## config.mk

```make
export PLATFORM = sky130hd
export DESIGN_NAME = vend_payout_flat
export DESIGN_NICKNAME = d
export VERILOG_FILES = /design/src/rtl/vend_pkg.sv /design/src/rtl/vend_payout_if.sv /design/src/rtl/vend_coin_select.sv /design/src/rtl/vend_payout.sv /design/src/flat_wrapper.sv
export SDC_FILE = /design/constraint.sdc
export NUM_CORES = 1
export LEC_CHECK = 0
export ABC_CLOCK_PERIOD_IN_PS = 6300
export CAP_MARGIN = 15
export CORE_ASPECT_RATIO = 1.5
export CORE_MARGIN = 2
export CORE_UTILIZATION = 50
export DETAILED_ROUTE_END_ITERATION = 16
export GPL_TIMING_DRIVEN = 0
export PLACE_DENSITY = 0.8
export SKIP_CTS_REPAIR_TIMING = 1
export SLEW_MARGIN = 25
export SYNTH_ARGS = -nofsm -noshare
export SYNTH_HDL_FRONTEND = slang
export SYNTH_SLANG_ARGS = --single-unit
```

## constraint.sdc

```tcl
create_clock -name clk -period 6.3 [get_ports clk]
set_input_delay 1.26 -clock clk [delete_from_list [all_inputs] [get_ports clk]]
set_output_delay 1.26 -clock clk [all_outputs]
set_load 0.05 [all_outputs]
```

## src/rtl/vend_pkg.sv

```systemverilog
// Shared constants and FSM state type for the vending payout block.
package vend_pkg;

    localparam logic [7:0] DENOM_100 = 8'd100;
    localparam logic [7:0] DENOM_50  = 8'd50;
    localparam logic [7:0] DENOM_20  = 8'd20;
    localparam logic [7:0] DENOM_10  = 8'd10;
    localparam logic [7:0] DENOM_5   = 8'd5;

    localparam logic [1:0] BEV_NONE  = 2'd0;
    localparam logic [1:0] BEV_WATER = 2'd1;
    localparam logic [1:0] BEV_SODA  = 2'd2;

    typedef enum logic [2:0] {
        IDLE,
        DROP,
        PAYOUT,
        GAP,
        DONE,
        ERR
    } state_e;

endpackage

```

## src/rtl/vend_payout_if.sv

```systemverilog
// Request/payout handshake bundle for vend_payout.
// VEND_PAYOUT_COIN_CNT_EN adds the coins_total counter output.
interface vend_payout_if;

    logic               req_valid;
    logic               req_ready;
    logic signed [31:0] change_in;
    logic signed [31:0] beverage_in;
    logic [1:0]         bev_drop;
    logic               coin_valid;
    logic [7:0]         coin_value;
    logic               done;
    logic               err;
`ifdef VEND_PAYOUT_COIN_CNT_EN
    logic [15:0]        coins_total;
`endif

    modport slave (
        input  req_valid, change_in, beverage_in,
        output req_ready, bev_drop, coin_valid, coin_value, done, err
`ifdef VEND_PAYOUT_COIN_CNT_EN
        , output coins_total
`endif
    );

    modport master (
        output req_valid, change_in, beverage_in,
        input  req_ready, bev_drop, coin_valid, coin_value, done, err
`ifdef VEND_PAYOUT_COIN_CNT_EN
        , input coins_total
`endif
    );

endinterface

```

## src/rtl/vend_coin_select.sv

```systemverilog
// Combinational picker: largest denomination that fits in the remaining value.
module vend_coin_select
    import vend_pkg::*;
#(
    parameter int unsigned W = 10
) (
    input  logic [W-1:0] remaining,
    output logic [7:0]   denom
);

    always_comb begin
        denom = '0;
        if (remaining >= W'(DENOM_100)) begin
            denom = DENOM_100;
        end else if (remaining >= W'(DENOM_50)) begin
            denom = DENOM_50;
        end else if (remaining >= W'(DENOM_20)) begin
            denom = DENOM_20;
        end else if (remaining >= W'(DENOM_10)) begin
            denom = DENOM_10;
        end else if (remaining >= W'(DENOM_5)) begin
            denom = DENOM_5;
        end
    end

endmodule

```

## src/rtl/vend_payout.sv

```systemverilog
// Vending payout controller: drops a beverage, then ejects change coin by coin.
// VEND_PAYOUT_COIN_CNT_EN enables the saturating coins_total counter.
module vend_payout
    import vend_pkg::*;
#(
    parameter int unsigned COIN_GAP   = 2,
    parameter int unsigned MAX_CHANGE = 500
) (
    input logic          clk,
    input logic          rst,
    vend_payout_if.slave bus
);

    localparam int unsigned REM_W    = ($clog2(MAX_CHANGE + 1) > 10) ? $clog2(MAX_CHANGE + 1) : 10;
    localparam int unsigned GAP_LAST = (COIN_GAP > 0) ? COIN_GAP - 1 : 0;

    state_e             state_q, state_d;
    logic [REM_W-1:0]   rem_q, rem_d;
    logic [1:0]         bev_q, bev_d;
    logic [31:0]        gap_q, gap_d;
    logic               armed_q;
    logic [7:0]         denom;
    logic               req_ok;
    logic               hs;
    logic               coin_vld;

    vend_coin_select #(.W(REM_W)) u_coin_select (
        .remaining (rem_q),
        .denom     (denom)
    );

    always_comb begin
        req_ok = 1'b1;
        if (bus.change_in < 32'sd0) req_ok = 1'b0;
        if (bus.change_in > $signed(32'(MAX_CHANGE))) req_ok = 1'b0;
        if ((bus.change_in % 32'sd5) != 32'sd0) req_ok = 1'b0;
        if ((bus.beverage_in < 32'sd0) || (bus.beverage_in > 32'sd2)) req_ok = 1'b0;
    end

    assign hs = bus.req_valid && bus.req_ready;

    always_comb begin
        state_d = state_q;
        rem_d   = rem_q;
        bev_d   = bev_q;
        gap_d   = gap_q;
        unique case (state_q)
            IDLE: begin
                if (hs) begin
                    if (req_ok) begin
                        rem_d   = bus.change_in[REM_W-1:0];
                        bev_d   = bus.beverage_in[1:0];
                        state_d = DROP;
                    end else begin
                        rem_d   = '0;
                        bev_d   = BEV_NONE;
                        state_d = ERR;
                    end
                end
            end
            DROP: state_d = PAYOUT;
            PAYOUT: begin
                if (rem_q == '0) begin
                    state_d = DONE;
                end else begin
                    rem_d   = rem_q - REM_W'(denom);
                    gap_d   = '0;
                    state_d = (COIN_GAP == 0) ? PAYOUT : GAP;
                end
            end
            GAP: begin
                if (gap_q == 32'(GAP_LAST)) begin
                    state_d = PAYOUT;
                end else begin
                    gap_d = gap_q + 32'd1;
                end
            end
            DONE:    state_d = IDLE;
            ERR:     state_d = IDLE;
            default: state_d = IDLE;
        endcase
    end

    // armed_q holds ready low until the first edge after reset release
    always_ff @(posedge clk or negedge rst) begin
        if (!rst) begin
            state_q <= IDLE;
            rem_q   <= '0;
            bev_q   <= BEV_NONE;
            gap_q   <= '0;
            armed_q <= 1'b0;
        end else begin
            state_q <= state_d;
            rem_q   <= rem_d;
            bev_q   <= bev_d;
            gap_q   <= gap_d;
            armed_q <= 1'b1;
        end
    end

    always_comb begin
        coin_vld       = (state_q == PAYOUT) && (rem_q != '0);
        bus.req_ready  = (state_q == IDLE) && armed_q;
        bus.bev_drop   = (state_q == DROP) ? bev_q : BEV_NONE;
        bus.coin_valid = coin_vld;
        bus.coin_value = coin_vld ? denom : '0;
        bus.done       = (state_q == DONE);
        bus.err        = (state_q == ERR);
    end

`ifdef VEND_PAYOUT_COIN_CNT_EN
    logic [15:0] cnt_q, cnt_d;

    always_comb begin
        cnt_d = cnt_q;
        if (coin_vld && (cnt_q != '1)) cnt_d = cnt_q + 16'd1;
    end

    always_ff @(posedge clk or negedge rst) begin
        if (!rst) cnt_q <= '0;
        else      cnt_q <= cnt_d;
    end

    assign bus.coins_total = cnt_q;
`endif

endmodule

```

## src/flat_wrapper.sv

```systemverilog
// flat-port wrapper written by rule: the top's interface ports become plain ports
module vend_payout_flat import vend_pkg::*;
#(
    parameter int unsigned COIN_GAP   = 2,
    parameter int unsigned MAX_CHANGE = 500
)
  (clk, rst, bus_req_valid, bus_change_in, bus_beverage_in, bus_req_ready, bus_bev_drop, bus_coin_valid, bus_coin_value, bus_done, bus_err);
  vend_payout_if bus_i ();
  input logic clk;
  input logic rst;
  input wire logic [$bits(bus_i.req_valid)-1:0] bus_req_valid;
  input wire logic [$bits(bus_i.change_in)-1:0] bus_change_in;
  input wire logic [$bits(bus_i.beverage_in)-1:0] bus_beverage_in;
  output wire logic [$bits(bus_i.req_ready)-1:0] bus_req_ready;
  output wire logic [$bits(bus_i.bev_drop)-1:0] bus_bev_drop;
  output wire logic [$bits(bus_i.coin_valid)-1:0] bus_coin_valid;
  output wire logic [$bits(bus_i.coin_value)-1:0] bus_coin_value;
  output wire logic [$bits(bus_i.done)-1:0] bus_done;
  output wire logic [$bits(bus_i.err)-1:0] bus_err;
  assign bus_i.req_valid = bus_req_valid;
  assign bus_i.change_in = bus_change_in;
  assign bus_i.beverage_in = bus_beverage_in;
  assign bus_req_ready = bus_i.req_ready;
  assign bus_bev_drop = bus_i.bev_drop;
  assign bus_coin_valid = bus_i.coin_valid;
  assign bus_coin_value = bus_i.coin_value;
  assign bus_done = bus_i.done;
  assign bus_err = bus_i.err;
  vend_payout #(.COIN_GAP(COIN_GAP), .MAX_CHANGE(MAX_CHANGE)) u_core (.clk(clk), .rst(rst), .bus(bus_i));
endmodule
```

==> metrics.md <==
| Metric | Value |
|---|---|
| Status | `finished, violations left` |
| Violated checks | `setup timing` |
| GRT Total Usage | `0.2673` |
| Kind of critical path | `input port to register` |
| Worst hold stages | `1` |
| Clk sinks | `48` |
| Final setup viols | `12` |
| Startpoint types | `input port` |
| Fin area | `10650 sq um` |
| Final Hold Fails | `0` |
| Via count | `9525` |
| Crit path capture type | `register` |
| Worst Max-Slew Pin Slew | `1.014 ns` |
| Final period utilization | `2.345` |
| Setup Skew | `0.009175 ns` |
| Wire length on met2 | `13.47 mm` |
| Mapped Cells | `1057` |
| Design Power | `0.003746 W` |
| Setup TNS | `-101.24 ns` |
| ANT nets after route | `0` |
| FF-to-FF path depth | `15` |
| Die height | `158.4 um` |
| Clock Path Buffers | `2` |
| Post-synthesis instance area | `7950 sq um` |
| Num rows | `56` |
| CP Data Required Time | `6.53 ns` |
| Dpl cell area | `9102 sq um` |
| Slew margin rel. | `0.3192` |
| Final Slew Violations | `0` |
| Nets | `1292` |
| N_diodes | `0` |
| Worst hold-check path type | `register to register` |
| Initial Util | `0.5088` |
| Worst IR Drop VDD | `0.2664 mV` |
| Synth-to-layout area growth | `33.92%` |
| Top Layer Used | `met4` |
| Max-cap violations | `0` |
| Seq/Total Area, Yosys | `0.1511` |
| Setup slack after layout | `-8.474 ns` |
| CTS tree | `yes` |
| Die width | `107.0 um` |
| RSZ-0062 raised after global routing | `yes` |
| Max stage delay on crit path | `0.54 ns` |
| Via density | `6.741` |
| Num CTS Buffers | `5` |
| Port Buf Inserts | `70` |
| Pwr dens | `351.9 nW/um^2` |
| Clock latency on the worst-skew pair | `0.30 ns` |
| Clock transition at path regs | `0.07 ns` |
| Slowest CP cell | `mux4_2` |
| DRT Pass-1 Iters | `7` |
| Core Region | `15630 sq um` |
| Die ar. | `16950 sq um` |
| Tmin final | `14.77 ns` |
| Syn_nets | `1140` |
| YS warnings | `0` |
| Post-Syn Area per Cell | `7.521 sq um` |
| DP Wirelength | `17.83 mm` |
| Initial antenna violation count | `1` |
| DRC | `0` |
| Worst-path fanout max | `10` |
| Primary FF master, synth | `dfrtp_1` |
| Num ports | `81` |
| Asr flop ratio synth | `1.000` |
| Max Clk Rate | `67.69 MHz` |
| Drt initial violations | `793` |
| Wire length on met3 | `1.650 mm` |
| Distinct cell type count of the synthesized netlist | `118` |
| Most frequent cells in the layout | `nor2_1, nand2_1, buf_4, o21ai_0, clkdlybuf4s50_1` |
| Wire per inst | `18.64 um` |
| Number of flops mapped to enable cells by yosys | `0` |
| Most numerous cell on the critical path | `buf_6` |
| Share of layout cells above drive strength 1 | `0.2455` |
| Final GP Congestion | `0.9512` |
| Clock root cell | `clkbuf_16` |
| First-pass GRT wire length | `38.27 mm` |
| P_leak | `4.056 nW` |
| Total grt overflow | `0` |
| Vias in the first global route | `8378` |
| H-tree depth | `2` |
| Critical Path AT | `15.01 ns` |
| Final wirelength | `26.34 mm` |
| WL met1 | `10.17 mm` |
| Register bit count reported by yosys | `48` |
| Largest net degree at the start of global routing | `49` |
| Commonest non-fill, non-tap cell in the layout | `nor2_1` |
synthesized netlist by cell type (all sizes together), types with 24 or more instances:
| cell | instances | area (sq um) |
|---|---|---|
| nor2 | 111 | 419.2 |
| clkbuf | 24 | 90.09 |
| buf | 29 | 200.2 |
| nor3 | 24 | 130.1 |
| nand3 | 38 | 195.2 |
| inv | 30 | 112.6 |
| nor4 | 37 | 271.5 |
| xor2 | 44 | 385.4 |
| dfrtp | 48 | 1201 |
| o21ai | 76 | 399.1 |
| nand4 | 29 | 196.4 |
| nand2 | 96 | 370.4 |
| a21oi | 56 | 287.8 |
| xnor2 | 50 | 456.7 |
sequential cells by signal, summed over array words and instances (netlist names):
register	flops
u_core.bev_q	2
u_core.gap_q	32
u_core.armed_q	1
u_core.state_q	3
u_core.rem_q	10
power by group:
part	internal [W]	switching (W)
registers	0.000308	0.000000122
clock network	0.000189	0.000125
logic	0.00135	0.00177
total	0.00185	0.00190
logic make-up after synthesis:
family / share of synthesized area
buffers and inverters: 0.05068
muxes: 0.01228
adders and majority gates: 0.02613
DFF: 0.1511
AOI/OAI and AO/OA: 0.3569
other: 0.0009446
xor gates and xnor gates: 0.1059
and+or+nand+nor: 0.2960
path summary, 6_finish.rpt:
| kind | from | endpoint | slack [ns] |
|---|---|---|---|
| max reg2reg | u_core.rem_q[7] | u_core.rem_q[9] | 2.41 |
| max | bus_change_in[0] | u_core.rem_q[3] | -8.47 |
| min in group asynchronous | rst | u_core.gap_q[14] | 0.96 |
| min reg2reg | u_core.rem_q[9] | u_core.rem_q[9] | 0.51 |
| max in group asynchronous | rst | u_core.state_q[2] | 4.90 |
| min | u_core.rem_q[9] | u_core.rem_q[9] | 0.51 |
critical path, delay by kind of cell:
| kind | cells | cell delay [ns] |
|---|---|---|
| buffers and inverters | 13 | 1.86 |
| AOI/OAI and AO/OA | 29 | 6.50 |
| muxes | 1 | 0.54 |
| adders and majority gates | 3 | 0.70 |
| and+or+nand+nor | 15 | 3.76 |
| xor gates and xnor gates | 2 | 0.36 |
through the flow:
stage / std cells / util / setup slack [ns] / hold WS (ns)
floorplan: 1057 / - / -7.120 / 0.4476
global placement: 1330 / 0.5827 / -9.428 / 0.4745
detailed placement: 1330 / 0.5826 / -9.635 / 0.4932
CTS: 1338 / 0.5935 / -9.358 / 0.5087
global route: 1413 / 0.6814 / -8.899 / 0.5425
finish: 1413 / 0.6814 / -8.474 / 0.5060
area by class of cell:
class | count | area (sq um)
repair buffers | 146 | 1348
multi-input cells | 926 | 7201
clock buffers | 5 | 125.1
inverters | 30 | 120.1
clock inverters | 3 | 46.29
flip-flops and latches | 48 | 1201
fillers | 1242 | 4979
plain buffers | 52 | 351.6
well taps | 203 | 254.0
routing by layer:
layer / GRT usage / up-vias
met5: 0 / -
met4: 0.09153 / 0
met3: 0.02988 / 110
met2: 0.5029 / 484
met1: 0.3110 / 4523
li1: - / 4408
No activity file was read; power rests on OpenSTA's default activity.
